--- config.mk ---
export PLATFORM = sky130hd
export DESIGN_NAME = cc_deserializer
export DESIGN_NICKNAME = d
export VERILOG_FILES = /design/src/rtl/cc_deserializer.sv
export SDC_FILE = /design/constraint.sdc
export NUM_CORES = 1
export LEC_CHECK = 0
export CORE_AREA = 2 2 231 233
export DETAILED_ROUTE_END_ITERATION = 16
export DIE_AREA = 0 0 233 235
export PLACE_DENSITY_LB_ADDON = 0.1
export SLEW_MARGIN = 5
export SYNTH_ARGS = -nofsm -noshare
export SYNTH_HDL_FRONTEND = slang
export SYNTH_SLANG_ARGS = --single-unit
--- constraint.sdc ---
create_clock -name clk -period 3.44 [get_ports clk]
set_input_delay 1.032 -clock clk [delete_from_list [all_inputs] [get_ports clk]]
set_output_delay 1.032 -clock clk [all_outputs]
set_load 0.03 [all_outputs]
--- src/rtl/cc_deserializer.sv ---
// Wrap-burst line assembler: gathers eight 64-bit beats critical-word-first
// into a 512-bit line and pushes {offset, line} into the line FIFO.
module cc_deserializer (
    input  logic         clk,
    input  logic         rst,
    input  logic         start_valid_i,
    input  logic [5:0]   start_offset_i,
    output logic         start_ready_o,
    input  logic [63:0]  mem_rdata_i,
    input  logic         mem_rlast_i,
    input  logic         mem_rvalid_i,
    output logic         mem_rready_o,
    input  logic         fifo_full_i,
    output logic         fifo_wren_o,
    output logic [517:0] fifo_wdata_o,
    output logic         err_o
);

    typedef enum logic [1:0] {
        S_IDLE,
        S_COLLECT,
        S_PUSH
    } state_e;

    state_e            state_q, state_d;
    logic [5:0]        offset_q, offset_d;
    logic [2:0]        ptr_q, ptr_d;
    logic [2:0]        cnt_q, cnt_d;
    logic [7:0][63:0]  line_q, line_d;
    logic              err_q, err_d;
    logic              start_ready_q, start_ready_d;
    logic              rready_q, rready_d;
    logic [2:0]        widx;
    logic              last_beat;

    assign widx      = ptr_q + cnt_q;
    assign last_beat = (cnt_q == 3'd7);

    always_comb begin
        state_d       = state_q;
        offset_d      = offset_q;
        ptr_d         = ptr_q;
        cnt_d         = cnt_q;
        line_d        = line_q;
        err_d         = 1'b0;
        start_ready_d = start_ready_q;
        rready_d      = rready_q;

        unique case (state_q)
            S_IDLE: begin
                if (start_valid_i) begin
                    offset_d      = start_offset_i;
                    ptr_d         = start_offset_i[5:3];
                    cnt_d         = 3'd0;
                    state_d       = S_COLLECT;
                    start_ready_d = 1'b0;
                    rready_d      = 1'b1;
                end
            end
            S_COLLECT: begin
                if (mem_rvalid_i) begin
                    line_d[widx] = mem_rdata_i;
                    cnt_d        = cnt_q + 3'd1;
                    // The beat count ends the burst; rlast only flags mismatches.
                    err_d        = last_beat ? !mem_rlast_i : mem_rlast_i;
                    if (last_beat) begin
                        state_d  = S_PUSH;
                        rready_d = 1'b0;
                    end
                end
            end
            S_PUSH: begin
                if (!fifo_full_i) begin
                    state_d       = S_IDLE;
                    start_ready_d = 1'b1;
                end
            end
            default: begin
                state_d       = S_IDLE;
                start_ready_d = 1'b1;
                rready_d      = 1'b0;
            end
        endcase
    end

    always_ff @(posedge clk) begin
        if (rst) begin
            state_q       <= S_IDLE;
            offset_q      <= '0;
            ptr_q         <= '0;
            cnt_q         <= '0;
            line_q        <= '0;
            err_q         <= 1'b0;
            start_ready_q <= 1'b1;
            rready_q      <= 1'b0;
        end else begin
            state_q       <= state_d;
            offset_q      <= offset_d;
            ptr_q         <= ptr_d;
            cnt_q         <= cnt_d;
            line_q        <= line_d;
            err_q         <= err_d;
            start_ready_q <= start_ready_d;
            rready_q      <= rready_d;
        end
    end

    assign start_ready_o = start_ready_q;
    assign mem_rready_o  = rready_q;
    assign err_o         = err_q;
    assign fifo_wren_o   = (state_q == S_PUSH) && !fifo_full_i;
    assign fifo_wdata_o  = {offset_q, line_q};

    a_no_write_when_full: assert property (
        @(posedge clk) disable iff (rst) !(fifo_wren_o && fifo_full_i));
    a_ready_exclusive: assert property (
        @(posedge clk) disable iff (rst) !(start_ready_o && mem_rready_o));

endmodule

==> impl_metrics.yaml, run 1 <==
yosys:
  avgSynthCellArea_um2: 8.897
  synth_fp_nets: 2670
  synth_cell_type_count: 37
  async_flop_share_pct: 0
  syn-cell-area_um2: 23040
  synth_area_leaders: "dfxtp_1, o31ai_1, nand4_1, a21oi_1, clkbuf_1"
  synthFlopType: "dfxtp_1"
  synth_enable_flop_cells: 0
  synth_top_area_share_pct: 45.70
  synth-seq-area-share_pct: 45.70
  synth_commonest_cells: "dfxtp_1, a21oi_1, nand4_1"
  synth_largest_area_cell: "dfxtp_1"
  ys_warn_count: 0
  ys_ff_latch: 526
  synth_most_common_cell: "dfxtp_1"
  netlist_instances: 2590
sta:
  skew_ns: 0.01546
  whs_ns: 0.4640
  slew_violations: 0
  min_period_over_period_pct: 87.14
  finalHoldViolCount: 0
  fmax_ghz: 0.3336
  setup_violations: 0
  grt_setup_unrepaired: "false"
  finalCriticalPeriod_ns: 2.998
  fin_setup_tns_ns: 0
  tightest_slew_ns: 0.8860
  slew_headroom_pct: 40.93
cells_and_area:
  nNetsFinal: 2933
  drive_gt1_share_pct: 6.699
  fin_area_um2: 30520
  syn_to_final_growth_pct: 32.47
  nFillCells: 4551
global_route:
  grt_pass1_vias: 22340
  antenna_found_initial: 2
  grt_max_degree: 156
  grt_pass1_wl_mm: 136.3
  grt_usage_pct: 30.86
  overflow: 0
clock_network:
  cts_buffers: 55
  cts-root-buf: "clkbuf_16"
  cts.repair.resized: 0
  cts_tree: "built"
  clockBufferDepth: 3
  clkLatencyLatePin_ns: 0.61
  cts_hold_buf: 0
  cts_sinks: 526
  cts_max_level: 2
  clk_pin_slew_ns: 0.06
  post-cts-setup-buffers: 0
placed_design:
  gp_congestion: 0.8683
  placed_area_um2: 28760
  hpwl_mm: 53.73
  port_buffers: 597
critical_path:
  path_buf_inv: 3
  arrival_ns: 3.51
  crit_chain: "ha_1, inv_1, fa_4, buf_12, buf_4, nand4_1, a21oi_1"
  critPathMaxStageDelay_ns: 0.82
  cp.required_ns: 3.95
  startpoint_type: "register"
  worst-path-max-fanout: 130
  end_kind: "register"
  r2r_cells: 7
  crit_slowest_cell: "fa_4"
  path_delay_family: "buffers and inverters"
  path_depth: 7
  critPathKind: "reg2reg"
floorplan:
  rows: 84
  die_w_um: 233
  ioPinCount: 598
  dieHeight_um: 235
  core-area_um2: 52240
  dieArea_um2: 54760
  start_util_pct: 44.11
power:
  vdd_ir_drop_max_mv: 0.3855
  power_density_nw_per_um2: 454.9
  leakage_nw: 9.044
route:
  ant_nets: 0
  vias: 23480
  dr.pass1.iters: 6
  vias_per_cell: 6.548
  totalWireLength_mm: 89.40
  wire_per_inst_um: 24.94
  remaining_drc_errors: 0
  drtIter0Drc: 2722
run_status:
  status: "finished, final reports clean"
worst_hold_path:
  hold_path_class: "reg2reg"
  holdPathStages: 2
job:
  maxCapViolations: 0
-- path summary, 6_finish.rpt --
kind | startpoint | endpoint | slack [ns]
worst min register to register | fifo_wdata_o[6] | fifo_wdata_o[6] | 0.46
worst min-delay path | fifo_wdata_o[6] | fifo_wdata_o[6] | 0.46
worst max-delay path | offset_q[3] | fifo_wdata_o[353] | 0.44
worst max register to register | offset_q[3] | fifo_wdata_o[353] | 0.44
-- metrics by stage --
step                power (mW)  setup WS, ns  std cells  util [%]
floorplan                7.426        0.6494       2590         -
global placement         7.999        0.4857       3484     55.06
detailed placement       8.014        0.4403       3484     55.06
CTS                      13.91        0.4630       3584     58.43
global route             14.29        0.3369       3585     58.43
finish                   13.88        0.4425       3585     58.43
-- layout by cell type (no fill, tap or decap), types with 3 or more instances in the layout --
cell type,count
clkdlybuf4s50_1,595
dfxtp_1,526
a21oi_1,518
nand4_1,512
o31ai_1,482
clkbuf_16,55
buf_12,42
buf_4,37
o31ai_2,30
clkbuf_1,26
clkbuf_8,10
mux2i_1,6
nor2_1,6
nor2b_1,4
clkinv_2,4
bufinv_16,4
inv_1,3
nor3b_1,3
o21ai_0,3
nand2_1,3
ha_1,3
-- cell type report --
class | count | area [µm²] | share of cell area (%)
inverters | 4 | 22.52 | 0.07379
clock buffers | 91 | 1612 | 5.280
clock inverters | 9 | 148.9 | 0.4878
well taps | 688 | 860.8 | 2.820
repair buffers | 675 | 7089 | 23.23
multi-input cells | 1591 | 10260 | 33.61
diodes | 1 | 2.502 | 0.008198
flip-flops and latches | 526 | 10530 | 34.50
-- flip-flops by register name, summed over array words and instances (netlist names) --
| register | cells |
|---|---|
| mem_rready_o | 1 |
| cnt_q | 3 |
| err_o | 1 |
| fifo_wdata_o | 512 |
| start_ready_o | 1 |
| offset_q | 6 |
| state_q | 2 |
-- layer usage --
metal / vias up / global-route usage, % / wire [µm]
met5: - / 0 / 16
met4: 2 / 14.28 / 3985
met3: 195 / 5.595 / 6767
met2: 1130 / 48.31 / 41710
met1: 11560 / 41.17 / 36920
li1: 10590 / - / -
-- worst register-to-register path: cells and delay by family, from the launching register on --
| kind | cells | cell delay, ns |
|---|---|---|
| and+or+nand+nor | 1 | 0.19 |
| buffers and inverters | 3 | 1.11 |
| DFF | 1 | 0.44 |
| AOI/OAI and AO/OA | 1 | 0.17 |
| adders and majority gates | 2 | 1.01 |
-- logic make-up (layout without fill, tap and decap cells) --
group                      after synthesis  after routing  synth area share [%]
buffers and inverters                  473            779                 10.00
AOI/OAI and AO/OA                     1038           1038                 28.84
DFF                                    526            526                 45.70
and+or+nand+nor                        540            540                 14.71
adders and majority gates                4              4                0.2498
muxes                                    6              6                0.2607
other                                    0              1                     0
xor gates and xnor gates                 3              3                0.2389
-- power by group --
group | switching (mW) | leakage [nW] | internal (mW)
clock network | 2.50 | 0.857 | 3.47
registers | 0.0598 | 4.24 | 6.17
logic | 1.25 | 3.94 | 0.436
Note: power is estimated with default switching activity, not from simulation.
==> run 2, diff against run 1 <==
--- a/config.mk
+++ b/config.mk
@@ -5,9 +5,10 @@
 export SDC_FILE = /design/constraint.sdc
 export NUM_CORES = 1
 export LEC_CHECK = 0
-export CORE_AREA = 2 2 231 233
+export CORE_AREA = 2 2 234 236
 export DETAILED_ROUTE_END_ITERATION = 16
-export DIE_AREA = 0 0 233 235
+export DIE_AREA = 0 0 236 238
+export DONT_BUFFER_PORTS = 1
 export PLACE_DENSITY_LB_ADDON = 0.1
 export SLEW_MARGIN = 5
 export SYNTH_ARGS = -nofsm -noshare
==> run 2 against run 1 <==
Effect of this change: the run now ends with max-slew violations left; clock-buffer cell count is 8 lower; wire length decreased by 4.7%; register-to-register slack got worse by 0.16 ns; hold slack gained 0.041 ns; worst setup slack worse by 0.16 ns.
==> impl_metrics.yaml, run 2 (synthesis results as in run 1) <==
critical_path:
  arrival_ns: 3.62
  critPathMaxStageDelay_ns: 0.92
  crit_slowest_cell: "fa_4"
  path_delay_family: "adder cells"
  critPathKind: "reg2reg"
  worst-path-max-fanout: 233
  reg2reg_from: "offset_q[4]"
  cp.required_ns: 3.90
  startpoint_type: "register"
  crit_chain: "inv_1, fa_4, buf_12, o31ai_1, a21oi_1"
  end_kind: "register"
  r2r_setup_slack_ns: 0.28
  r2r_cells: 5
  r2r-end: "fifo_wdata_o[415]"
  path_buf_inv: 2
placed_design:
  gp_congestion: 0.8311
  dp_cells: 2878
  preCtsSetupSlack_ns: 0.5540
  port_buffers: 0
  hpwl_mm: 47.90
power:
  vdd_ir_drop_max_mv: 0.3253
  leakage_nw: 6.897
  total_power_mw: 13.45
  power_density_nw_per_um2: 552.6
cells_and_area:
  final_cell_mix: "dfxtp_1, a21oi_1, nand4_1"
  fin_cells: 2979
  nNetsFinal: 2320
  largest_reg_flops: 512
  drive_gt1_share_pct: 8.279
  mostFrequentLayoutCell: "dfxtp_1"
  antenna_cells: 0
  syn_to_final_growth_pct: 5.620
global_route:
  grt_usage_pct: 28.38
  use_met1_pct: 35.65
  antenna_found_initial: 1
  overflow: 0
  grt_pass1_vias: 19460
  top_usage_layer: "met2"
  grtUsageMet2_pct: 43.06
  grt_pass1_wl_mm: 128.1
  use_met3_pct: 10.89
  grt_max_degree: 527
route:
  totalWireLength_mm: 85.18
  wire_per_inst_um: 28.59
  vias: 20950
  ant_nets: 0
  dr.pass1.iters: 6
  drtIter0Drc: 2330
  remaining_drc_errors: 0
  vias_per_cell: 7.033
clock_network:
  post-cts-setup-buffers: 0
  cts.repair.resized: 0
  clkLatencyLatePin_ns: 0.61
  cts_sinks: 526
  clk_pin_slew_ns: 0.07
  cts_buffers: 56
  cts_tree: "built"
  cts_hold_buf: 0
  cts-root-buf: "clkbuf_16"
  cts_max_level: 2
  clockBufferDepth: 3
floorplan:
  die_w_um: 236
  rows: 85
  core-area_um2: 53500
  dieArea_um2: 56170
  dieHeight_um: 238
  ioPinCount: 598
  start_util_pct: 43.07
worst_hold_path:
  holdPathStages: 1
  hold_start: "rst"
  hold_path_class: "in2reg"
  min_to: "fifo_wdata_o[336]"
sta:
  setup_violations: 0
  fin_ws_ns: 0.2836
  min_period_over_period_pct: 91.75
  slew_violations: 401
  fmax_ghz: 0.3168
  tightest_slew_ns: 2.665
  fin_setup_tns_ns: 0
  grt_setup_unrepaired: "false"
  slew_headroom_pct: -77.66
  finalCriticalPeriod_ns: 3.156
  finalHoldViolCount: 0
  skew_ns: 0.02176
run_status:
  violations: "max-slew violations"
  status: "finished with violations"
job:
  maxCapViolations: 0
-- run 2: final cells by class --
cell class / count / area [µm²]
multi-input cells: 1591 / 10260
inverters: 4 / 22.52
clock inverters: 18 / 143.9
fillers: 5090 / 29160
clock buffers: 83 / 1654
well taps: 696 / 870.8
repair buffers: 61 / 858.3
flip-flops and latches: 526 / 10530
-- run 2: report_power, final --
part | switching [mW] | internal [mW] | leakage [nW]
combinational | 0.830 | 0.219 | 1.75
clock | 2.55 | 3.45 | 0.903
sequential | 0.224 | 6.17 | 4.24
-- run 2: per-layer routing --
metal	vias up	part of all wire (%)
met5	-	0
li1	9359	-
met2	968	46
met3	186	11
met4	0	4.7
met1	10440	39
-- run 2: worst register-to-register path, stage by stage (launching register included) --
cell and delay (ns):
dfxtp_1 0.53, inv_1 0.16, fa_4 0.92, buf_12 0.53, o31ai_1 0.67, a21oi_1 0.22
-- run 2: metrics by stage --
stage / hold slack (ns) / utilization (%) / area (µm²)
after global routing: 0.4757 / 45.49 / 24340
after floorplan: 0.4615 / - / 23040
after global placement: 0.4810 / 42.13 / 22540
after detailed placement: 0.4957 / 42.13 / 22540
after CTS: 0.4870 / 45.49 / 24340
final: 0.5053 / 45.49 / 24340
-- run 2: worst max-delay path by stage --
stage | end | cells past startpoint | slack [ns] | from
after CTS | fifo_wdata_o[400] | 5 | 0.50 | offset_q[4]
after global placement | fifo_wdata_o[26] | 5 | 0.57 | offset_q[4]
after floorplan | fifo_wren_o | 1 | 0.65 | fifo_full_i
after global routing | fifo_wdata_o[284] | 5 | 0.31 | offset_q[4]
after detailed placement | fifo_wdata_o[472] | 5 | 0.55 | offset_q[4]
final | fifo_wdata_o[415] | 5 | 0.28 | offset_q[4]
